File: src/rtl/uart_report_pkg.sv
// Shared definitions for the counter UART reporter: TX FSM encoding, ASCII
// constants and the nibble-to-hex-digit helper.
package uart_report_pkg;

  typedef enum logic [1:0] {
    StIdle,
    StStart,
    StData,
    StStop
  } tx_state_e;

  localparam logic [7:0] CR      = 8'h0D;
  localparam logic [7:0] LF      = 8'h0A;
  localparam logic [7:0] DIGIT0  = 8'h30;
  localparam logic [7:0] ALPHA_A = 8'h41;

  // Uppercase ASCII hex digit for a nibble.
  function automatic logic [7:0] hex_ascii(input logic [3:0] n);
    if (n < 4'd10) begin
      hex_ascii = DIGIT0 + {4'd0, n};
    end else begin
      hex_ascii = ALPHA_A + {4'd0, n} - 8'd10;
    end
  endfunction

endpackage

File: src/rtl/uart_tx_core.sv
// 8N1 serial shifter with a byte/valid/ready handshake. ready is also high in
// the last cycle of the stop bit so a waiting byte starts with no idle gap.
module uart_tx_core
  import uart_report_pkg::*;
#(
  parameter int unsigned BAUD_DIV = 104
) (
  input  logic       clk,
  input  logic       rst_n,
  input  logic [7:0] tx_byte,
  input  logic       valid,
  output logic       ready,
  output logic       tx
);

  localparam logic [15:0] BitLast = 16'(BAUD_DIV - 1);

  tx_state_e   state_q;
  logic [15:0] baud_q;
  logic [2:0]  bit_q;
  logic [7:0]  shreg_q;
  logic        tx_q;
  logic        bit_end;

  assign bit_end = (baud_q == BitLast);
  assign ready   = (state_q == StIdle) || ((state_q == StStop) && bit_end);
  assign tx      = tx_q;

  // Frame sequencing: start bit, eight data bits LSB first, stop bit.
  always_ff @(posedge clk or negedge rst_n) begin
    if (!rst_n) begin
      state_q <= StIdle;
      baud_q  <= '0;
      bit_q   <= '0;
      shreg_q <= '0;
      tx_q    <= 1'b1;
    end else if (valid && ready) begin
      // New byte either from idle or chained straight off a finishing stop bit.
      state_q <= StStart;
      baud_q  <= '0;
      bit_q   <= '0;
      shreg_q <= tx_byte;
      tx_q    <= 1'b0;
    end else begin
      if (state_q != StIdle) begin
        baud_q <= bit_end ? 16'd0 : baud_q + 16'd1;
      end
      if (bit_end) begin
        unique case (state_q)
          StStart: begin
            state_q <= StData;
            bit_q   <= '0;
            tx_q    <= shreg_q[0];
          end
          StData: begin
            if (bit_q == 3'd7) begin
              state_q <= StStop;
              tx_q    <= 1'b1;
            end else begin
              bit_q   <= bit_q + 3'd1;
              shreg_q <= {1'b0, shreg_q[7:1]};
              tx_q    <= shreg_q[1];
            end
          end
          StStop: begin
            state_q <= StIdle;
            baud_q  <= '0;
            tx_q    <= 1'b1;
          end
          default: begin
            state_q <= StIdle;
            tx_q    <= 1'b1;
          end
        endcase
      end
    end
  end

endmodule

File: src/rtl/counter_uart_reporter.sv
// Reports an 8-bit sample as two uppercase hex digits plus CR LF over 8N1.
// Requests arriving mid-frame are dropped and flagged with a one-cycle pulse.
module counter_uart_reporter
  import uart_report_pkg::*;
#(
  parameter int unsigned BAUD_DIV = 104
) (
  input  logic       clk,
  input  logic       rst_n,
  input  logic [7:0] data,
  input  logic       stb,
  output logic       busy,
  output logic       drop,
  output logic       tx
);

  logic [7:0] data_q;
  logic [1:0] idx_q;
  logic       busy_q;
  logic       drop_q;

  logic       accept;
  logic       core_ready;
  logic       core_valid;
  logic [7:0] core_byte;
  logic [7:0] next_char;

  assign accept = stb & ~busy_q;
  assign busy   = busy_q;
  assign drop   = drop_q;

  // Character following the one currently on the line.
  always_comb begin
    next_char = LF;
    unique case (idx_q)
      2'd0:    next_char = hex_ascii(data_q[3:0]);
      2'd1:    next_char = CR;
      default: next_char = LF;
    endcase
  end

  // First digit comes straight from the input so the start bit leaves next cycle.
  always_comb begin
    core_byte  = accept ? hex_ascii(data[7:4]) : next_char;
    core_valid = accept | (busy_q & (idx_q != 2'd3));
  end

  // Request acceptance, character index and drop flag.
  always_ff @(posedge clk or negedge rst_n) begin
    if (!rst_n) begin
      data_q <= '0;
      idx_q  <= '0;
      busy_q <= 1'b0;
      drop_q <= 1'b0;
    end else begin
      drop_q <= stb & busy_q;
      if (accept) begin
        data_q <= data;
        idx_q  <= '0;
        busy_q <= 1'b1;
      end else if (busy_q && core_ready) begin
        // core_ready during a frame marks the end of a stop bit.
        if (idx_q == 2'd3) begin
          busy_q <= 1'b0;
        end else begin
          idx_q <= idx_q + 2'd1;
        end
      end
    end
  end

  uart_tx_core #(
    .BAUD_DIV(BAUD_DIV)
  ) u_tx_core (
    .clk    (clk),
    .rst_n  (rst_n),
    .tx_byte(core_byte),
    .valid  (core_valid),
    .ready  (core_ready),
    .tx     (tx)
  );

endmodule

File: config.mk
export PLATFORM = sky130hd
export DESIGN_NAME = counter_uart_reporter
export DESIGN_NICKNAME = d
export VERILOG_FILES = /design/src/rtl/uart_report_pkg.sv /design/src/rtl/uart_tx_core.sv /design/src/rtl/counter_uart_reporter.sv
export SDC_FILE = /design/constraint.sdc
export NUM_CORES = 1
export LEC_CHECK = 0
export BUFFER_PORTS_ARGS = -buffer_cell sky130_fd_sc_hd__buf_4
export CORE_ASPECT_RATIO = 0.9
export CORE_MARGIN = 2
export CORE_UTILIZATION = 60
export CTS_CLUSTER_SIZE = 30
export DETAILED_ROUTE_END_ITERATION = 12
export PLACE_DENSITY = 0.84
export RECOVER_POWER = 100
export SLEW_MARGIN = 10
export SYNTH_ARGS = -nofsm -noshare
export SYNTH_HDL_FRONTEND = slang
export SYNTH_SLANG_ARGS = --single-unit
File: constraint.sdc
create_clock -name clk -period 2.63 [get_ports clk]
set_input_delay 0 -clock clk [delete_from_list [all_inputs] [get_ports clk]]
set_output_delay 0 -clock clk [all_outputs]
set_load 0.05 [all_outputs]
==> impl_metrics.ini, run 1 <==
[detailed_routing]
drtPass1Iterations = 5
wire_per_inst_um = 14.3
drtIter0Drc = 102
routed_wl_mm = 4.25
vias_per_cell = 5.74
drc_errors = 0
antenna_left = 0
vias = 1712

[sta]
report.final.hold_viol_count = 0
worstMarginPinSlew_ns = 1.98
slew_headroom_pct = -31.9
hold_slack_ns = 0.0707
setup_violations = 0
period_needed_ns = 2.37
skew_ns = 0.00544
rsz0062_at_grt = false
drv_slew = 38
setup_tns_ns = 0
worst_slack_ns = 0.262
fmax_ghz = 0.422
period_share_pct = 90.0

[yosys]
synth_area_mm2 = 0.00219
yosys_warnings = 0
synth-edff-count = 0
yosysTopAreaCell = dfrtp_1
seq_area_frac_synth_pct = 42.4
yosysMostFrequentCell = dfrtp_1
synth_cell_type_count = 46
ys_ff_latch = 37
synthFlopType = dfrtp_1
ys_top_cells_by_count = dfrtp_1, nand2_1, nor2_1, nand3_1
synthTopCellsByArea = dfrtp_1, ha_1, xor2_1
syn_nets = 256
syn_area_per_cell_um2 = 9.39
yosys.area.top_type_share_pct = 41.2
synthCells = 233
synth_async_sr_flop_share_pct = 100

[clock_network]
postCtsHoldBufs = 6
post_cts_buffers = 0
cts-buffers-inserted = 5
cts_resized = 0
insertion_delay_ns = 0.29
cts.sinks = 37
cts_tree = done
clockBufferDepth = 2
cts_max_level = 2
clk_pin_slew_ns = 0.07
cts-root-buf = clkbuf_8

[pwr]
p_per_area_mw_per_mm2 = 510
ir_worst_vdd_v = 0.000315
internal_power_w = 0.000959
netSwitchingPower_w = 0.000286
comb_power_share_pct = 10.6
seq_power_share_pct = 49.2
clkPwrFrac_pct = 40.3
switching_share_pct = 23.0
totalPowerFinal_w = 0.00124
total_leakage_power_nw = 1.08

[setup_path]
path_class = flop to flop
crit_path_start_kind = flop
arrival_ns = 2.55
cp_cell_sequence = or4_1 > nor4_1 > and2_1 > mux2_1 > o21a_1
slowest_stage = or4_1
required_ns = 2.81
crit_path_end_kind = flop
crit_path_max_fanout = 7
max_stage_delay_ns = 0.56

[place]
dp_hpwl_mm = 2.97
place_ws_ns = 0.289
gp_congestion = 0.787
port_buffers = 13

[outcome]
outcome = complete, but fails checks
violations = capacitance limit, slew limit

[hold_path]
hold_class = input pin to flop

[global_routing]
grt-ovfl-total = 0
grt_use_total_pct = 24.0
grt_pass1_vias = 1636
grt_first_pass_wirelength_mm = 7.28
grt_max_degree = 38
antenna_found_initial = 0

[floorplan]
num_io_pins = 14
core_area_mm2 = 0.00343
fp.dieH_um = 61.3
die_w_um = 67.6
initial_core_util_pct = 63.8
num_rows = 20
die_area_mm2 = 0.00414

[layout]
diodes = 0
areaGrowthSynthToFinish_pct = 11.6
nFillCells = 264
final_layout_size_suffix_gt1_share_pct = 8.66
fin_nets = 276

[job]
maxCapViolations = 1
layout make-up:
class                           count  area [µm²]  share of cell area, %
Multi-Input combinational cell    176        1140                   46.7
Sequential cell                    37         927                   38.0
Timing Repair Buffer               22         161                   6.61
Clock buffer                        7        86.3                   3.54
Tap cell                           44        55.1                   2.26
Inverter                           11        41.3                   1.69
Clock inverter                      1        30.0                   1.23
per-stage QoR:
step | utilization [%] | cell area (µm²) | std cells
after floorplan | - | 2190 | 233
after global placement | 67.3 | 2310 | 284
after detailed placement | 67.3 | 2310 | 284
after CTS | 72.4 | 2480 | 298
after global routing | 71.2 | 2440 | 298
final | 71.2 | 2440 | 298
placed cells by master (no fill, tap or decap), drive strengths merged, types with 3 or more instances in the layout:
| cell type | synthesis | final |
|---|---|---|
| mux2i | 6 | 6 |
| dlygate4sd3 | 0 | 6 |
| xnor2 | 5 | 5 |
| o21ai | 14 | 14 |
| a21oi | 11 | 11 |
| nor2 | 22 | 22 |
| xor2 | 11 | 11 |
| dfrtp | 36 | 36 |
| and4 | 5 | 5 |
| clkbuf | 4 | 12 |
| buf | 5 | 11 |
| a211oi | 3 | 3 |
| nor2b | 7 | 7 |
| nand3 | 13 | 13 |
| a21boi | 3 | 3 |
| ha | 12 | 12 |
| inv | 11 | 11 |
| and2 | 3 | 3 |
| a31oi | 3 | 3 |
| nand2 | 25 | 25 |
| nand4 | 3 | 3 |
| nor3 | 3 | 3 |
critical path: cells and delay by family, from the launching register on:
| family | cells | cell delay [ns] |
|---|---|---|
| and+or+nand+nor | 3 | 1.35 |
| AOI/OAI and AO/OA | 1 | 0.16 |
| DFF | 1 | 0.40 |
| muxes | 1 | 0.35 |
power by group through the flow:
stage | Sequential [W] | Clock (W) | Combinational, W
final | 0.000612 | 0.000501 | 0.000131
after global routing | 0.000615 | 0.000551 | 0.000148
after CTS | 0.000611 | 0.000520 | 0.000134
after detailed placement | 0.000622 | 0 | 0.000126
after global placement | 0.000621 | 0 | 0.000121
after floorplan | 0.000623 | 0 | 0.0000747
logic make-up (layout without fill, tap and decap cells):
| kind of cell | count (synthesis) | after routing | share of synthesized area [%] |
|---|---|---|---|
| and+or+nand+nor | 96 | 96 | 24.0 |
| AOI/OAI and AO/OA | 45 | 45 | 12.7 |
| DFF | 37 | 37 | 42.4 |
| buffers and inverters | 20 | 41 | 4.40 |
| xor gates and xnor gates | 16 | 16 | 6.41 |
| adders and majority gates | 12 | 12 | 6.86 |
| muxes | 7 | 7 | 3.26 |
layer usage:
| layer | part of all wire [%] | vias to the layer above | routed length, µm | track usage, % |
|---|---|---|---|---|
| met4 | 1.7 | 0 | 72 | 10.2 |
| met5 | 0 | - | 0 | 0 |
| met2 | 50 | 29 | 2110 | 41.3 |
| met1 | 45 | 822 | 1930 | 29.2 |
| li1 | - | 853 | - | - |
| met3 | 3.3 | 8 | 139 | 5.48 |
registers in the layout, summed over array words and instances (netlist names):
register,count
busy,1
data_q,4
drop,1
idx_q,2
u_tx_core.baud_q,16
u_tx_core.bit_q,3
u_tx_core.shreg_q,7
u_tx_core.state_q,2
u_tx_core.tx,1
path summary, 6_finish.rpt:
| check | depth (start not counted) | slack [ns] | start | end |
|---|---|---|---|---|
| max reg2reg | 5 | 0.26 | u_tx_core.baud_q[10]$_DFF_PN0_ | u_tx_core.shreg_q[1]$_DFFE_PN0P_ |
| max in group asynchronous | 2 | 0.68 | rst_n | u_tx_core.baud_q[15]$_DFF_PN0_ |
| max | 5 | 0.26 | u_tx_core.baud_q[10]$_DFF_PN0_ | u_tx_core.shreg_q[1]$_DFFE_PN0P_ |
| min in group asynchronous | 2 | 0.81 | rst_n | data_q[3]$_DFFE_PN0P_ |
| min reg2reg | 2 | 0.51 | u_tx_core.tx$_DFFE_PN1P_ | u_tx_core.tx$_DFFE_PN1P_ |
| min | 3 | 0.07 | data[7] | u_tx_core.shreg_q[3]$_DFFE_PN0P_ |
Note: power is estimated with default switching activity, not from simulation.
==> inputs of run 2 (changes only) <==
--- a/config.mk
+++ b/config.mk
@@ -12,7 +12,6 @@
 export CTS_CLUSTER_SIZE = 30
 export DETAILED_ROUTE_END_ITERATION = 12
 export PLACE_DENSITY = 0.84
-export RECOVER_POWER = 100
 export SLEW_MARGIN = 10
 export SYNTH_ARGS = -nofsm -noshare
 export SYNTH_HDL_FRONTEND = slang
==> run 2 against run 1 <==
The run now ends clean. Wire length shrank 0.59%. Maximum frequency is 1.0% higher. Clock power about the same. Via count is 0.99% lower. Combinational power about the same. Cell area rose by 1.7%. Largest cell class unchanged. Highest routed layer unchanged. Count of clock-buffer cells in the layout stayed put.
==> impl_metrics.ini, run 2 (synthesized netlist as in run 1, its figures left out) <==
[detailed_routing]
drtPass1Iterations = 4
vias = 1695
drc_errors = 0
wire_per_inst_um = 14.2
drtIter0Drc = 87
routed_wl_mm = 4.23
vias_per_cell = 5.69
antenna_left = 0

[job]
maxCapViolations = 0

[sta]
slew_headroom_pct = 67.9
period_needed_ns = 2.34
period_share_pct = 89.1
drv_slew = 0
hold_slack_ns = 0.0769
skew_ns = 0.00479
report.final.hold_viol_count = 0
worstMarginPinSlew_ns = 0.479
rsz0062_at_grt = false
setup_tns_ns = 0
setup_violations = 0
fmax_ghz = 0.427

[clock_network]
clk_pin_slew_ns = 0.07
post_cts_buffers = 0
clockBufferDepth = 2
cts_tree = done
cts.sinks = 37
cts_max_level = 2
cts-buffers-inserted = 5
cts_resized = 0
insertion_delay_ns = 0.29
cts-root-buf = clkbuf_8

[setup_path]
r2r_start = u_tx_core.baud_q[9]$_DFF_PN0_
crit_path_end_kind = flop
arrival_ns = 2.51
path_class = flop to flop
crit_path_start = u_tx_core.baud_q[9]$_DFF_PN0_
endpoint = u_tx_core.shreg_q[4]$_DFFE_PN0P_
reg2regPathDepth = 5
crit_path_max_fanout = 13
regToRegEndpoint = u_tx_core.shreg_q[4]$_DFFE_PN0P_
r2r_setup_slack_ns = 0.29
required_ns = 2.80
crit_path_start_kind = flop

[place]
port_buffers = 13
gp_congestion = 0.787
dp_hpwl_mm = 2.97
place_area_mm2 = 0.00231

[layout]
areaGrowthSynthToFinish_pct = 13.6
largest_registers = u_tx_core.baud_q x16, u_tx_core.shreg_q x7, data_q x4
final_area_mm2 = 0.00248
fin_nets = 276
diodes = 0
final_common_cell = dfrtp_1
regMostFlops = u_tx_core.baud_q
final_cell_mix = dfrtp_1, nand2_1, nor2_1
final_layout_size_suffix_gt1_share_pct = 11.8
largest_reg_flops = 16

[floorplan]
die_area_mm2 = 0.00414
num_rows = 20
die_w_um = 67.6
num_io_pins = 14
initial_core_util_pct = 63.8
core_area_mm2 = 0.00343
fp.dieH_um = 61.3

[hold_path]
min-delay-start = data[7]
hold_class = input pin to flop

[global_routing]
grt_pass1_vias = 1636
grt_use_total_pct = 24.0
grt_first_pass_wirelength_mm = 7.28
grt_max_degree = 38
grt-ovfl-total = 0
antenna_found_initial = 0

[outcome]
outcome = completed

[pwr]
p_per_area_mw_per_mm2 = 502
totalPowerFinal_w = 0.00125
ir_worst_vdd_v = 0.000314
total_leakage_power_nw = 1.10
==> run 2: changes by cell type in the layout (fill, tap and decap cells not counted), sizes merged <==
cell / change
clkbuf: -5
buf: +5
==> run 2: timing repair <==
item / CTS / global route
hold buffers: 6 / 0
endpoints found under the hold margin: 42 / 0
setup endpoints to repair: 0 / 0
==> run 2: report_power, final <==
group | total, W | internal (W) | switching (W)
sequential | 0.000612 | 0.000592 | 0.0000197
clock | 0.000501 | 0.000309 | 0.000192
combinational | 0.000134 | 0.0000604 | 0.0000735
==> run 2: stage by stage <==
stage	util, %	cells	setup slack [ns]
after floorplan	-	233	0.484
after global placement	67.3	284	0.352
after detailed placement	67.3	284	0.289
after CTS	72.4	298	0.269
after global routing	72.4	298	0.179
final	72.4	298	0.285
==> run 2: worst max-delay path, stage by stage, from the launching register on <==
cell and delay [ns]:
dfrtp_1 0.41, or4_1 0.60, o41a_1 0.46, nor2b_2 0.43, buf_4 0.24, a31oi_1 0.08
==> run 2: worst min path at each step <==
stage / end / slack (ns) / cells past startpoint
floorplan: busy$_DFFE_PN0P_ / -0.30 / 0
global placement: data_q[2]$_DFFE_PN0P_ / -0.02 / 1
detailed placement: data_q[3]$_DFFE_PN0P_ / -0.02 / 1
CTS: u_tx_core.shreg_q[3]$_DFFE_PN0P_ / 0.07 / 3
global route: u_tx_core.shreg_q[3]$_DFFE_PN0P_ / 0.09 / 3
finish: u_tx_core.shreg_q[3]$_DFFE_PN0P_ / 0.08 / 3
==> run 2: area by class of cell <==
cell class	instances	area (µm²)
clock buffer	7	86.3
clock inverter	1	30.0
fill	254	945
inverter	11	41.3
multi-input combinational	176	1160
sequential	37	927
tap	44	55.1
timing repair buffer	22	180
==> run 2: routing by layer <==
metal  routed length, µm  track usage, %  vias up
met3                 124            5.48        5
met2                2130            41.3       29
li1                    -               -      854
met5                   0               0        -
met1                1920            29.2      807
met4                  48            10.2        0
==> inputs of run 3 (changes only) <==
--- a/config.mk
+++ b/config.mk
@@ -8,10 +8,10 @@
 export BUFFER_PORTS_ARGS = -buffer_cell sky130_fd_sc_hd__buf_4
 export CORE_ASPECT_RATIO = 0.9
 export CORE_MARGIN = 2
-export CORE_UTILIZATION = 60
+export CORE_UTILIZATION = 47
 export CTS_CLUSTER_SIZE = 30
 export DETAILED_ROUTE_END_ITERATION = 12
-export PLACE_DENSITY = 0.84
+export PLACE_DENSITY = 0.69
 export SLEW_MARGIN = 10
 export SYNTH_ARGS = -nofsm -noshare
 export SYNTH_HDL_FRONTEND = slang
==> run 3 against run 2 <==
Flip-flop and latch count is the same. Register-to-register slack improved by 0.04 ns. Setup slack improved by 0.039 ns. First-iteration DRC count down 39%. Critical path type unchanged. Highest routed layer unchanged.
==> impl_metrics.ini, run 3 (synthesized netlist as in run 1, its figures left out) <==
[outcome]
outcome = completed

[sta]
hold_slack_ns = 0.0703
slew_headroom_pct = 68.3
fmax_ghz = 0.434
setup_tns_ns = 0
worstMarginPinSlew_ns = 0.475
rsz0062_at_grt = false
skew_ns = 0.00704
drv_slew = 0
worst_slack_ns = 0.324
report.final.hold_viol_count = 0
setup_violations = 0
period_share_pct = 87.7
period_needed_ns = 2.31

[setup_path]
path_class = flop to flop
cp_cell_sequence = or4_4 > o41a_1 > nor2b_2 > buf_4 > a211oi_1 > a31oi_1
crit_path_end_kind = flop
max_stage_delay_ns = 0.57
r2r_setup_slack_ns = 0.32
regToRegEndpoint = u_tx_core.shreg_q[4]$_DFFE_PN0P_
crit_path_max_fanout = 12
slowest_stage = or4_4
r2r_start = u_tx_core.baud_q[10]$_DFF_PN0_
arrival_ns = 2.51
crit_family = simple AND/OR/NAND/NOR gates
required_ns = 2.83
crit_path_start_kind = flop
reg2regPathDepth = 6
critPathBufInv = 1
cp.depth = 6

[global_routing]
grt_pass1_vias = 1662
gr-max-usage-layer = met2
antenna_found_initial = 0
grt-ovfl-total = 0
grt_first_pass_wirelength_mm = 7.38
grt_max_degree = 38
gr-usage-met2_pct = 32.0
met3_usage_pct = 3.52
grt_use_total_pct = 18.1
use_met1_pct = 22.1

[clock_network]
cts-buffers-inserted = 5
cts-root-buf = clkbuf_8
cts.sinks = 37
clockBufferDepth = 2
cts_tree = done
insertion_delay_ns = 0.29
cts_resized = 0
clk_pin_slew_ns = 0.07
cts_max_level = 2

[hold_path]
min-delay-start = data[7]
min_to = u_tx_core.shreg_q[3]$_DFFE_PN0P_
holdPathStages = 3
hold_class = input pin to flop

[pwr]
switching_share_pct = 24.7
ir_worst_vdd_v = 0.000255
total_leakage_power_nw = 1.09
clkPwrFrac_pct = 35.5
internal_power_w = 0.000866
comb_power_share_pct = 11.4
seq_power_share_pct = 53.1
netSwitchingPower_w = 0.000285
p_per_area_mw_per_mm2 = 463

[floorplan]
num_io_pins = 14
die_area_mm2 = 0.00522
initial_core_util_pct = 49.0
fp.dieH_um = 68.7
die_w_um = 75.9
num_rows = 23
core_area_mm2 = 0.00446

[layout]
fin_nets = 277
largest_reg_flops = 16
areaGrowthSynthToFinish_pct = 13.7
final_common_cell = dfrtp_1
diodes = 0
largest_registers = u_tx_core.baud_q x16, u_tx_core.shreg_q x7, data_q x4
postLayoutCoreUtil_pct = 55.8
final_cell_mix = dfrtp_1, nand2_1, nor2_1
regMostFlops = u_tx_core.baud_q
final_layout_size_suffix_gt1_share_pct = 11.8

[detailed_routing]
drtPass1Iterations = 4
vias_per_cell = 5.29
drc_errors = 0
drtIter0Drc = 53
vias = 1677
wire_per_inst_um = 13.3
antenna_left = 0
routed_wl_mm = 4.22

[place]
dp_hpwl_mm = 2.93
port_buffers = 13
place_ws_ns = 0.323
gp_congestion = 0.869

[job]
maxCapViolations = 0
[run 3: changes by cell type in the layout (fill, tap and decap cells not counted), sizes merged]
cell,before,now
buf,16,17
clkbuf,7,8
bufinv,1,0
[run 3: layout make-up]
class	instances	area [µm²]
Multi-Input combinational cell	176	1160
Timing Repair Buffer	23	188
Clock buffer	8	90.1
Tap cell	62	77.6
Fill cell	433	1970
Sequential cell	37	927
Inverter	11	41.3
[run 3: stage by stage]
stage	area, µm²	power (W)	cells
finish	2490	0.00115	317
global route	2490	0.00121	317
CTS	2490	0.00117	317
detailed placement	2340	0.000746	303
global placement	2340	0.000743	303
floorplan	2190	0.000698	233
[run 3: power groups by stage]
stage	Clock, W	Sequential [W]	Combinational (W)
2_1_floorplan	0	0.000623	0.0000747
3_3_place_gp	0	0.000621	0.000122
3_5_place_dp	0	0.000622	0.000124
4_1_cts	0.000428	0.000611	0.000132
5_1_grt	0.000450	0.000615	0.000150
6_report	0.000408	0.000611	0.000131
[run 3: layer usage]
layer	vias up	share of wire, %
met2	17	47
li1	854	-
met1	799	50
met4	0	1.5
met5	-	0
met3	7	2.0
[run 3: tightest hold or removal path, cell delays in order]
cell and delay, ns:
buf_4 0.12, a21oi_1 0.07, mux2i_1 0.12
[run 3: worst max path at each step]
stage	to	slack [ns]	start
finish	u_tx_core.shreg_q[4]$_DFFE_PN0P_	0.32	u_tx_core.baud_q[10]$_DFF_PN0_
global placement	u_tx_core.shreg_q[4]$_DFFE_PN0P_	0.41	u_tx_core.baud_q[10]$_DFF_PN0_
global route	u_tx_core.shreg_q[4]$_DFFE_PN0P_	0.19	u_tx_core.baud_q[9]$_DFF_PN0_
CTS	u_tx_core.shreg_q[4]$_DFFE_PN0P_	0.30	u_tx_core.baud_q[10]$_DFF_PN0_
detailed placement	u_tx_core.shreg_q[4]$_DFFE_PN0P_	0.32	u_tx_core.baud_q[10]$_DFF_PN0_
floorplan	u_tx_core.shreg_q[1]$_DFFE_PN0P_	0.48	u_tx_core.baud_q[10]$_DFF_PN0_
[run 3: repair_timing]
| item | 4_1_cts | 5_1_grt |
|---|---|---|
| hold endpoints to repair | 41 | 0 |
| hold buffers | 6 | 0 |
| setup buffers | 0 | 0 |
